## src/rtl/hc02_tester_pkg.sv

```systemverilog
// Shared types and constants for the 74HC02 quad-NOR gate tester.
package hc02_tester_pkg;

  localparam int unsigned NUM_GATES_DEF     = 4;
  localparam int unsigned SETTLE_CYCLES_DEF = 4;
  localparam int unsigned NUM_VEC           = 4;
  localparam int unsigned ERR_W             = $clog2(4 * NUM_GATES_DEF + 1);

  typedef enum logic [1:0] {
    IDLE   = 2'd0,
    SETTLE = 2'd1,
    SAMPLE = 2'd2,
    DONE   = 2'd3
  } state_t;

  typedef struct packed {
    logic a;
    logic b;
  } vec_t;

  // Gray-ordered stimulus; entry 0 is the least significant element.
  localparam vec_t [NUM_VEC-1:0] VEC_ROM = {vec_t'(2'b01), vec_t'(2'b11),
                                            vec_t'(2'b10), vec_t'(2'b00)};

  function automatic logic expected_nor(input logic a, input logic b);
    return ~(a | b);
  endfunction

  function automatic int unsigned err_width(input int unsigned n);
    return $clog2(4 * n + 1);
  endfunction

endpackage

```

## src/rtl/hc02_gate_tester_if.sv

```systemverilog
// Control/result and gate-side bus of the gate tester.
interface hc02_gate_tester_if
  import hc02_tester_pkg::*;
#(
  parameter int unsigned NUM_GATES = NUM_GATES_DEF
);

  localparam int unsigned ERR_BITS = err_width(NUM_GATES);

  logic                 start;
  logic                 abort;
  logic [NUM_GATES-1:0] drv_a;
  logic [NUM_GATES-1:0] drv_b;
  logic [NUM_GATES-1:0] dut_y;
  logic                 busy;
  logic                 done;
  logic                 pass;
  logic [NUM_GATES-1:0] fail_mask;
  logic [ERR_BITS-1:0]  err_count;
  logic [1:0]           first_fail_vec;

  modport master (
    output start, abort, dut_y,
    input  drv_a, drv_b, busy, done, pass, fail_mask, err_count, first_fail_vec
  );

  modport slave (
    input  start, abort, dut_y,
    output drv_a, drv_b, busy, done, pass, fail_mask, err_count, first_fail_vec
  );

endinterface

```

## src/rtl/hc_sync2.sv

```systemverilog
// Parameterized-width two-flop synchronizer with async active-low reset.
module hc_sync2 #(
  parameter int unsigned W = 1
) (
  input  logic         clk,
  input  logic         rst_n,
  input  logic [W-1:0] d,
  output logic [W-1:0] q
);

  logic [W-1:0] meta;

  always_ff @(posedge clk or negedge rst_n) begin
    if (!rst_n) begin
      meta <= '0;
      q    <= '0;
    end else begin
      meta <= d;
      q    <= meta;
    end
  end

endmodule

```

## src/rtl/hc02_gate_tester.sv

```systemverilog
// Sequential tester: applies the four NOR input vectors to every gate and
// scores the synchronized outputs into per-gate and aggregate results.
module hc02_gate_tester
  import hc02_tester_pkg::*;
#(
  parameter int unsigned NUM_GATES     = NUM_GATES_DEF,
  parameter int unsigned SETTLE_CYCLES = SETTLE_CYCLES_DEF
) (
  input  logic                clk,
  input  logic                rst_n,
  hc02_gate_tester_if.slave   bus
);

  localparam int unsigned ERR_BITS  = err_width(NUM_GATES);
  localparam int unsigned CNT_W     = $clog2(SETTLE_CYCLES);
  localparam logic [CNT_W-1:0] CNT_LOAD  = CNT_W'(SETTLE_CYCLES - 1);
  localparam logic [1:0]       VIDX_LAST = 2'(NUM_VEC - 1);

  state_t               state_q, state_d;
  logic [CNT_W-1:0]     cnt_q, cnt_d;
  logic [1:0]           vidx_q, vidx_d;
  logic [NUM_GATES-1:0] drv_a_q, drv_a_d, drv_b_q, drv_b_d;
  logic                 busy_q, busy_d, done_q, done_d, pass_q, pass_d;
  logic [NUM_GATES-1:0] fail_mask_q, fail_mask_d;
  logic [ERR_BITS-1:0]  err_q, err_d;
  vec_t                 ffv_q, ffv_d;

  logic [NUM_GATES-1:0] ysync;
  logic [NUM_GATES-1:0] exp_y;
  logic [NUM_GATES-1:0] mism;
  logic [ERR_BITS-1:0]  mism_cnt;
  vec_t                 cur_vec, nxt_vec;

  hc_sync2 #(.W(NUM_GATES)) u_sync (
    .clk   (clk),
    .rst_n (rst_n),
    .d     (bus.dut_y),
    .q     (ysync)
  );

  assign cur_vec = VEC_ROM[vidx_q];
  assign nxt_vec = VEC_ROM[2'(vidx_q + 2'd1)];
  assign exp_y   = {NUM_GATES{expected_nor(cur_vec.a, cur_vec.b)}};
  assign mism    = ysync ^ exp_y;

  always_comb begin
    mism_cnt = '0;
    for (int g = 0; g < NUM_GATES; g++) begin
      mism_cnt = mism_cnt + ERR_BITS'(mism[g]);
    end
  end

  always_ff @(posedge clk or negedge rst_n) begin
    if (!rst_n) begin
      state_q     <= IDLE;
      cnt_q       <= '0;
      vidx_q      <= '0;
      drv_a_q     <= '0;
      drv_b_q     <= '0;
      busy_q      <= 1'b0;
      done_q      <= 1'b0;
      pass_q      <= 1'b0;
      fail_mask_q <= '0;
      err_q       <= '0;
      ffv_q       <= '0;
    end else begin
      state_q     <= state_d;
      cnt_q       <= cnt_d;
      vidx_q      <= vidx_d;
      drv_a_q     <= drv_a_d;
      drv_b_q     <= drv_b_d;
      busy_q      <= busy_d;
      done_q      <= done_d;
      pass_q      <= pass_d;
      fail_mask_q <= fail_mask_d;
      err_q       <= err_d;
      ffv_q       <= ffv_d;
    end
  end

  // Next-state and next-output logic; abort overrides every active state.
  always_comb begin
    state_d     = state_q;
    cnt_d       = cnt_q;
    vidx_d      = vidx_q;
    drv_a_d     = drv_a_q;
    drv_b_d     = drv_b_q;
    busy_d      = busy_q;
    done_d      = 1'b0;
    pass_d      = pass_q;
    fail_mask_d = fail_mask_q;
    err_d       = err_q;
    ffv_d       = ffv_q;

    if (bus.abort && (state_q != IDLE)) begin
      state_d = IDLE;
      drv_a_d = '0;
      drv_b_d = '0;
      busy_d  = 1'b0;
      pass_d  = 1'b0;
    end else begin
      case (state_q)
        IDLE: begin
          if (bus.start && !bus.abort) begin
            fail_mask_d = '0;
            err_d       = '0;
            ffv_d       = '0;
            pass_d      = 1'b0;
            vidx_d      = '0;
            drv_a_d     = {NUM_GATES{VEC_ROM[0].a}};
            drv_b_d     = {NUM_GATES{VEC_ROM[0].b}};
            cnt_d       = CNT_LOAD;
            busy_d      = 1'b1;
            state_d     = SETTLE;
          end
        end
        SETTLE: begin
          if (cnt_q == '0) state_d = SAMPLE;
          else             cnt_d   = cnt_q - CNT_W'(1);
        end
        SAMPLE: begin
          fail_mask_d = fail_mask_q | mism;
          err_d       = err_q + mism_cnt;
          if ((mism != '0) && (fail_mask_q == '0)) ffv_d = cur_vec;
          if (vidx_q != VIDX_LAST) begin
            vidx_d  = 2'(vidx_q + 2'd1);
            drv_a_d = {NUM_GATES{nxt_vec.a}};
            drv_b_d = {NUM_GATES{nxt_vec.b}};
            cnt_d   = CNT_LOAD;
            state_d = SETTLE;
          end else begin
            done_d  = 1'b1;
            pass_d  = ((fail_mask_q | mism) == '0);
            drv_a_d = '0;
            drv_b_d = '0;
            state_d = DONE;
          end
        end
        DONE: begin
          busy_d  = 1'b0;
          state_d = IDLE;
        end
        default: state_d = IDLE;
      endcase
    end
  end

  assign bus.drv_a          = drv_a_q;
  assign bus.drv_b          = drv_b_q;
  assign bus.busy           = busy_q;
  assign bus.done           = done_q;
  assign bus.pass           = pass_q;
  assign bus.fail_mask      = fail_mask_q;
  assign bus.err_count      = err_q;
  assign bus.first_fail_vec = ffv_q;

endmodule

```

## src/flat_wrapper.sv

```systemverilog
// flat-port wrapper written by rule: the top's interface ports become plain ports
module hc02_gate_tester_flat import hc02_tester_pkg::*;
#(
  parameter int unsigned NUM_GATES     = NUM_GATES_DEF,
  parameter int unsigned SETTLE_CYCLES = SETTLE_CYCLES_DEF
)
  (clk, rst_n, bus_start, bus_abort, bus_dut_y, bus_drv_a, bus_drv_b, bus_busy, bus_done, bus_pass, bus_fail_mask, bus_err_count, bus_first_fail_vec);
  hc02_gate_tester_if #(.NUM_GATES(NUM_GATES)) bus_i ();
  input  logic clk;
  input  logic rst_n;
  input wire logic [$bits(bus_i.start)-1:0] bus_start;
  input wire logic [$bits(bus_i.abort)-1:0] bus_abort;
  input wire logic [$bits(bus_i.dut_y)-1:0] bus_dut_y;
  output wire logic [$bits(bus_i.drv_a)-1:0] bus_drv_a;
  output wire logic [$bits(bus_i.drv_b)-1:0] bus_drv_b;
  output wire logic [$bits(bus_i.busy)-1:0] bus_busy;
  output wire logic [$bits(bus_i.done)-1:0] bus_done;
  output wire logic [$bits(bus_i.pass)-1:0] bus_pass;
  output wire logic [$bits(bus_i.fail_mask)-1:0] bus_fail_mask;
  output wire logic [$bits(bus_i.err_count)-1:0] bus_err_count;
  output wire logic [$bits(bus_i.first_fail_vec)-1:0] bus_first_fail_vec;
  assign bus_i.start = bus_start;
  assign bus_i.abort = bus_abort;
  assign bus_i.dut_y = bus_dut_y;
  assign bus_drv_a = bus_i.drv_a;
  assign bus_drv_b = bus_i.drv_b;
  assign bus_busy = bus_i.busy;
  assign bus_done = bus_i.done;
  assign bus_pass = bus_i.pass;
  assign bus_fail_mask = bus_i.fail_mask;
  assign bus_err_count = bus_i.err_count;
  assign bus_first_fail_vec = bus_i.first_fail_vec;
  hc02_gate_tester #(.NUM_GATES(NUM_GATES), .SETTLE_CYCLES(SETTLE_CYCLES)) u_core (.clk(clk), .rst_n(rst_n), .bus(bus_i));
endmodule
```

## config.mk

```make
export PLATFORM = sky130hd
export DESIGN_NAME = hc02_gate_tester_flat
export DESIGN_NICKNAME = d
export VERILOG_FILES = /design/src/rtl/hc02_tester_pkg.sv /design/src/rtl/hc02_gate_tester_if.sv /design/src/rtl/hc_sync2.sv /design/src/rtl/hc02_gate_tester.sv /design/src/flat_wrapper.sv
export SDC_FILE = /design/constraint.sdc
export NUM_CORES = 1
export LEC_CHECK = 0
export CAP_MARGIN = 20
export CORE_ASPECT_RATIO = 0.7
export CORE_MARGIN = 4
export CORE_UTILIZATION = 52
export CTS_CLUSTER_DIAMETER = 50
export DETAILED_ROUTE_END_ITERATION = 12
export GPL_TIMING_DRIVEN = 0
export PLACE_DENSITY = 0.75
export SYNTH_ARGS = -nofsm -noshare
export SYNTH_HDL_FRONTEND = slang
export SYNTH_SLANG_ARGS = --single-unit
```

## constraint.sdc

```tcl
create_clock -name clk -period 3.22 [get_ports clk]
set_input_delay 0.966 -clock clk [delete_from_list [all_inputs] [get_ports clk]]
set_output_delay 0.966 -clock clk [all_outputs]
set_load 0.01 [all_outputs]
```

==> flow_summary.yaml, run 1 <==
floorplanning:
  rows: 16
  die_h_um: 55.0
  dieArea_sq_um: 4140
  num_io_pins: 30
  coreArea_sq_um: 2900
  die_x_um: 75.2
  initial_core_util: 0.566
global_route:
  grt_max_degree: 17
  grt_pass1_vias: 1214
  grt_use_total: 0.190
  gr-usage-met3: 0.0487
  grt_pass1_wl_mm: 5.73
  globalRouteMet1Util: 0.262
  grt_overflow: 0
  use_met2: 0.312
  antenna_found_initial: 0
  busiest_layer: "met2"
worst_setup_path:
  worstSetupStartpointType: "flop"
  worst-path-buf-inv: 2
  crit_fanout: 8
  slowest_stage: "fa_1"
  critPathTopFamily: "adder cells"
  endpoint_kind: "flop"
  critical_path_class: "reg -> reg"
  arrival_ns: 2.94
  cp_slowest_stage_delay_ns: 0.46
  critPathRequiredTime_ns: 3.37
  path_cells: "inv_1 -> ha_1 -> buf_4 -> xor2_1 -> fa_1 -> ha_1 -> fa_1 -> a21oi_1 -> nor2b_1 -> nand4b_1 -> o211ai_1"
pwr:
  power_frac_seq: 0.316
  clockPowerShare: 0.170
  switching_share: 0.386
  p_sw_mw: 0.718
  p_comb_frac: 0.515
  internal-power_mw: 1.14
  power_density_nw_per_um2: 887
  leakage_nw: 0.993
  vdd_drop_max_v: 0.000458
clock_network:
  post-cts-setup-buffers: 0
  clk_pin_slew_ns: 0.07
  cts_hold_buf: 0
  cts_htree_levels: 2
  clock_sinks: 30
  clk_path_buf_depth: 2
  cts_tree: "done"
  root_buffer: "clkbuf_8"
  cts_resized: 0
  cts_made_buffers: 5
  clk-insertion-delay-late_ns: 0.28
finish:
  utilization: 0.722
  n_antenna_cell: 0
  final_net_count: 213
  drive_above_1_share: 0.120
  area_growth_pct: 27.6
  fill_cells: 223
timing:
  clock_skew_ns: 0.00862
  period_share: 0.865
  slew_headroom: 0.457
  rsz0062_at_grt: "no"
  tightest_slew_ns: 0.811
  tns_ns: 0
  min_period_ns: 2.78
  final-max-slew-violation-count: 0
  clock.fmax_mhz: 359
  whs_ns: 0.348
  final_hold_viol_count: 0
  setup_violations: 0
hold_path:
  hp-class: "reg -> reg"
synthesis:
  syn_inst: 154
  yosys_warnings: 0
  ys_seq_elements: 30
  yosysTopAreaCell: "dfrtp_1"
  syn_nets: 176
  synthFlopType: "dfrtp_1"
  async_reset_ff_frac: 1.00
  synth_edf_count: 0
  yosys-top-cells-area: "dfrtp_1, ha_1, nand2_1"
  yosysUniqueCellTypes: 43
  synth-seq-area-share: 0.457
  synth_area_sq_um: 1640
  syn_avg_cell_area_sq_um: 10.7
  netlist.area_leader.share: 0.457
route:
  drc: 0
  wl_per_cell_um: 15.2
  drt_iter0_markers: 78
  dr_total_vias: 1261
  avgViaCountPerCell: 5.53
  antenna_left: 0
  wl_mm: 3.47
  first_pass_iters: 4
place:
  globalplace.congestion: 0.773
  dp_hpwl_mm: 2.68
  port-buffer-count: 29
run:
  max_cap_viol_count: 0
run_status:
  status: "finished, final reports clean"
-- synth_stat cells, types with 2 or more instances --
library cell  instances
a21oi_1               7
a22o_1                5
buf_4                 7
buf_6                 2
dfrtp_1              30
fa_1                  2
ha_1                 12
inv_1                 8
mux2_2                2
nand2_1              18
nand2b_1              2
nand3_1               5
nand3b_1              2
nor2_1                8
nor2b_1               3
nor3b_1               2
o21ai_0               6
or4_4                 2
xor2_1                7
-- cells by family after synthesis --
logic type / Yosys count / share of synthesized area
AO/OA/AOI/OAI: 29 / 0.124
adder cells (fa/ha/maj): 14 / 0.116
XOR/XNOR: 7 / 0.0373
flip-flops: 30 / 0.457
AND/OR/NAND/NOR: 52 / 0.166
multiplexers: 4 / 0.0335
buffers and inverters: 18 / 0.0663
-- final cells by class --
type	count	area [sq um]	area share
plain buffers	10	78.8	0.0376
clock buffers	7	86.3	0.0412
clock inverters	1	5.00	0.00239
inverters	8	30.0	0.0143
multi-input cells	106	783	0.374
flip-flops and latches	30	751	0.358
well taps	36	45.0	0.0215
repair buffers	30	318	0.152
-- power groups by stage --
stage / logic, mW / clock network [mW] / registers [mW]
after floorplan: 0.597 / 0 / 0.601
after global placement: 0.913 / 0 / 0.582
after detailed placement: 0.961 / 0 / 0.592
after CTS: 0.964 / 0.318 / 0.587
after global routing: 1.06 / 0.336 / 0.605
final: 0.957 / 0.315 / 0.587
-- metal layers --
| metal | share of wire | wire length, um |
|---|---|---|
| met5 | 0 | 0 |
| met1 | 0.47 | 1640 |
| met2 | 0.46 | 1610 |
| met3 | 0.058 | 203 |
| met4 | 0.0035 | 12 |
-- path summary, 6_finish.rpt --
path / from / end / slack, ns / cells past startpoint
min in group asynchronous: rst_n / u_core.u_sync.q[3] / 1.15 / 1
worst min-delay path: u_core.u_sync.meta[0] / u_core.u_sync.q[0] / 0.35 / 0
worst min register to register: u_core.u_sync.meta[0] / u_core.u_sync.q[0] / 0.35 / 0
worst max register to register: u_core.vidx_q[0] / u_core.bus.err_count[4] / 0.44 / 11
worst max-delay path: u_core.vidx_q[0] / u_core.bus.err_count[4] / 0.44 / 11
max in group asynchronous: rst_n / u_core.bus.err_count[1] / 1.51 / 2
-- cells in the final DEF, fill, tap and decap left out, types with 2 or more instances in the layout --
cell type         n
a21oi_1           7
a22o_1            5
buf_4             7
buf_6             2
clkbuf_1          2
clkbuf_8          6
clkdlybuf4s50_1  29
dfrtp_1          30
fa_1              2
ha_1             12
inv_1             8
mux2_2            2
nand2_1          18
nand2b_1          2
nand3_1           5
nand3b_1          2
nor2_1            8
nor2b_1           3
nor3b_1           2
o21ai_0           6
or4_4             2
xor2_1            7
-- metrics by stage --
step	setup slack [ns]	total power [mW]	cell area, sq um	instances
detailed placement	0.465	1.55	2010	220
global route	0.303	2.00	2100	228
CTS	0.442	1.87	2100	228
finish	0.436	1.86	2100	228
global placement	0.570	1.50	1980	219
floorplan	0.720	1.20	1640	154
-- registers in the layout (all words and copies together) (netlist names) --
register / count
u_core.bus.busy: 1
u_core.bus.drv_a: 1
u_core.bus.fail_mask: 4
u_core.bus.done: 1
u_core.bus.err_count: 5
u_core.bus.pass: 1
u_core.vidx_q: 2
u_core.u_sync.q: 4
u_core.u_sync.meta: 4
u_core.bus.drv_b: 1
u_core.state_q: 2
u_core.cnt_q: 2
u_core.bus.first_fail_vec: 2
Power figures use the tool's default switching activity.
==> run 2: changes to the inputs <==
--- a/config.mk
+++ b/config.mk
@@ -13,6 +13,7 @@
 export DETAILED_ROUTE_END_ITERATION = 12
 export GPL_TIMING_DRIVEN = 0
 export PLACE_DENSITY = 0.75
+export SLEW_MARGIN = 20
 export SYNTH_ARGS = -nofsm -noshare
 export SYNTH_HDL_FRONTEND = slang
 export SYNTH_SLANG_ARGS = --single-unit
==> flow_summary.yaml, run 2 (synthesis results as in run 1) <==
floorplanning:
  initial_core_util: 0.566
  num_io_pins: 30
  die_x_um: 75.2
  rows: 16
  coreArea_sq_um: 2900
  dieArea_sq_um: 4140
  die_h_um: 55.0
finish:
  largest_reg_flops: 5
  mostFrequentLayoutCells: "dfrtp_1, clkdlybuf4s50_1, nand2_1"
  design_area_sq_um: 2060
  final_net_count: 212
  drive_above_1_share: 0.120
  stdcell_count: 227
  area_growth_pct: 25.7
  final_common_cell: "dfrtp_1"
  n_antenna_cell: 0
worst_setup_path:
  arrival_ns: 2.94
  slowest_stage: "fa_1"
  endpoint_kind: "flop"
  cp_slowest_stage_delay_ns: 0.46
  critical_path_class: "reg -> reg"
  critPathRequiredTime_ns: 3.39
  path_cells: "inv_1 -> ha_1 -> buf_4 -> xor2_1 -> fa_1 -> ha_1 -> fa_1 -> a21oi_1 -> nor2b_1 -> nand4b_1 -> o211ai_1"
  crit_fanout: 8
  worstSetupStartpointType: "flop"
place:
  dp_hpwl_mm: 2.61
  placed_cell_area_sq_um: 1970
  globalplace.congestion: 0.773
  port-buffer-count: 29
  dp_cells: 219
clock_network:
  clk_path_buf_depth: 2
  cts_tree: "done"
  root_buffer: "clkbuf_8"
  cts_resized: 0
  clk_pin_slew_ns: 0.07
  clk-insertion-delay-late_ns: 0.29
  cts_htree_levels: 2
  cts_made_buffers: 5
  clock_sinks: 30
  post-cts-setup-buffers: 0
  cts_hold_buf: 0
timing:
  rsz0062_at_grt: "no"
  final-max-slew-violation-count: 0
  min_period_ns: 2.77
  whs_ns: 0.349
  clock.fmax_mhz: 361
  period_share: 0.861
  tns_ns: 0
  tightest_slew_ns: 0.674
  clock_skew_ns: 0.00670
  final_hold_viol_count: 0
  slew_headroom: 0.551
  setup_violations: 0
route:
  wl_per_cell_um: 15.0
  avgViaCountPerCell: 5.35
  wl_mm: 3.41
  drt_iter0_markers: 75
  first_pass_iters: 4
  dr_total_vias: 1215
  antenna_left: 0
  drc: 0
global_route:
  grt_pass1_vias: 1184
  grt_overflow: 0
  grt_max_degree: 31
  antenna_found_initial: 0
  grt_use_total: 0.189
  grt_pass1_wl_mm: 5.52
pwr:
  vdd_drop_max_v: 0.000434
  power.total_mw: 1.85
  power_density_nw_per_um2: 898
  leakage_nw: 0.980
run_status:
  status: "finished, final reports clean"
hold_path:
  hp-class: "reg -> reg"
run:
  max_cap_viol_count: 0
## run 2: changes by cell type in the layout (fill, tap and decap cells not counted), sizes merged
cell / before / now
clkdlybuf4s50: 29 / 28
## run 2: final cells by class
type	count	area, sq um
inverter	8	30.0
buffer	10	78.8
tap	36	45.0
timing repair buffer	29	285
fill	209	838
clock inverter	1	5.00
multi-input combinational	106	783
sequential	30	751
clock buffer	7	86.3
## run 2: layer usage
| metal | track usage | share of wire |
|---|---|---|
| met4 | 0.0523 | 0.0082 |
| met5 | 0 | 0 |
| met1 | 0.261 | 0.49 |
| met2 | 0.277 | 0.44 |
| met3 | 0.0722 | 0.055 |
## run 2: worst paths after layout
| check | end | from | cells after the start | slack [ns] |
|---|---|---|---|---|
| setup / recovery | u_core.bus.err_count[4] | u_core.vidx_q[1] | 11 | 0.45 |
| hold / removal | u_core.u_sync.q[1] | u_core.u_sync.meta[1] | 0 | 0.35 |
| setup reg to reg | u_core.bus.err_count[4] | u_core.vidx_q[1] | 11 | 0.45 |
| hold reg to reg | u_core.u_sync.q[1] | u_core.u_sync.meta[1] | 0 | 0.35 |
| max in group asynchronous | u_core.bus.pass | rst_n | 1 | 2.07 |
| min in group asynchronous | u_core.u_sync.meta[3] | rst_n | 1 | 0.71 |
## run 2: critical path: cells and delay by family (launching register included)
family,cells,cell delay [ns]
buffers and inverters,2,0.22
and+or+nand+nor,2,0.19
AOI/OAI and AO/OA,2,0.29
adders and majority gates,4,1.32
xor gates and xnor gates,1,0.24
DFF,1,0.40
## run 2: metrics by stage
stage	setup WS, ns	util
after floorplan	0.720	-
after detailed placement	0.461	0.680
final	0.448	0.711
after global placement	0.570	0.681
after CTS	0.457	0.711
after global routing	0.324	0.711
## run 2: where the power goes
group          leakage (nW)  switching, mW  internal [mW]
clock network        0.0482          0.145          0.172
registers             0.378          0.103          0.483
logic                 0.555          0.468          0.482
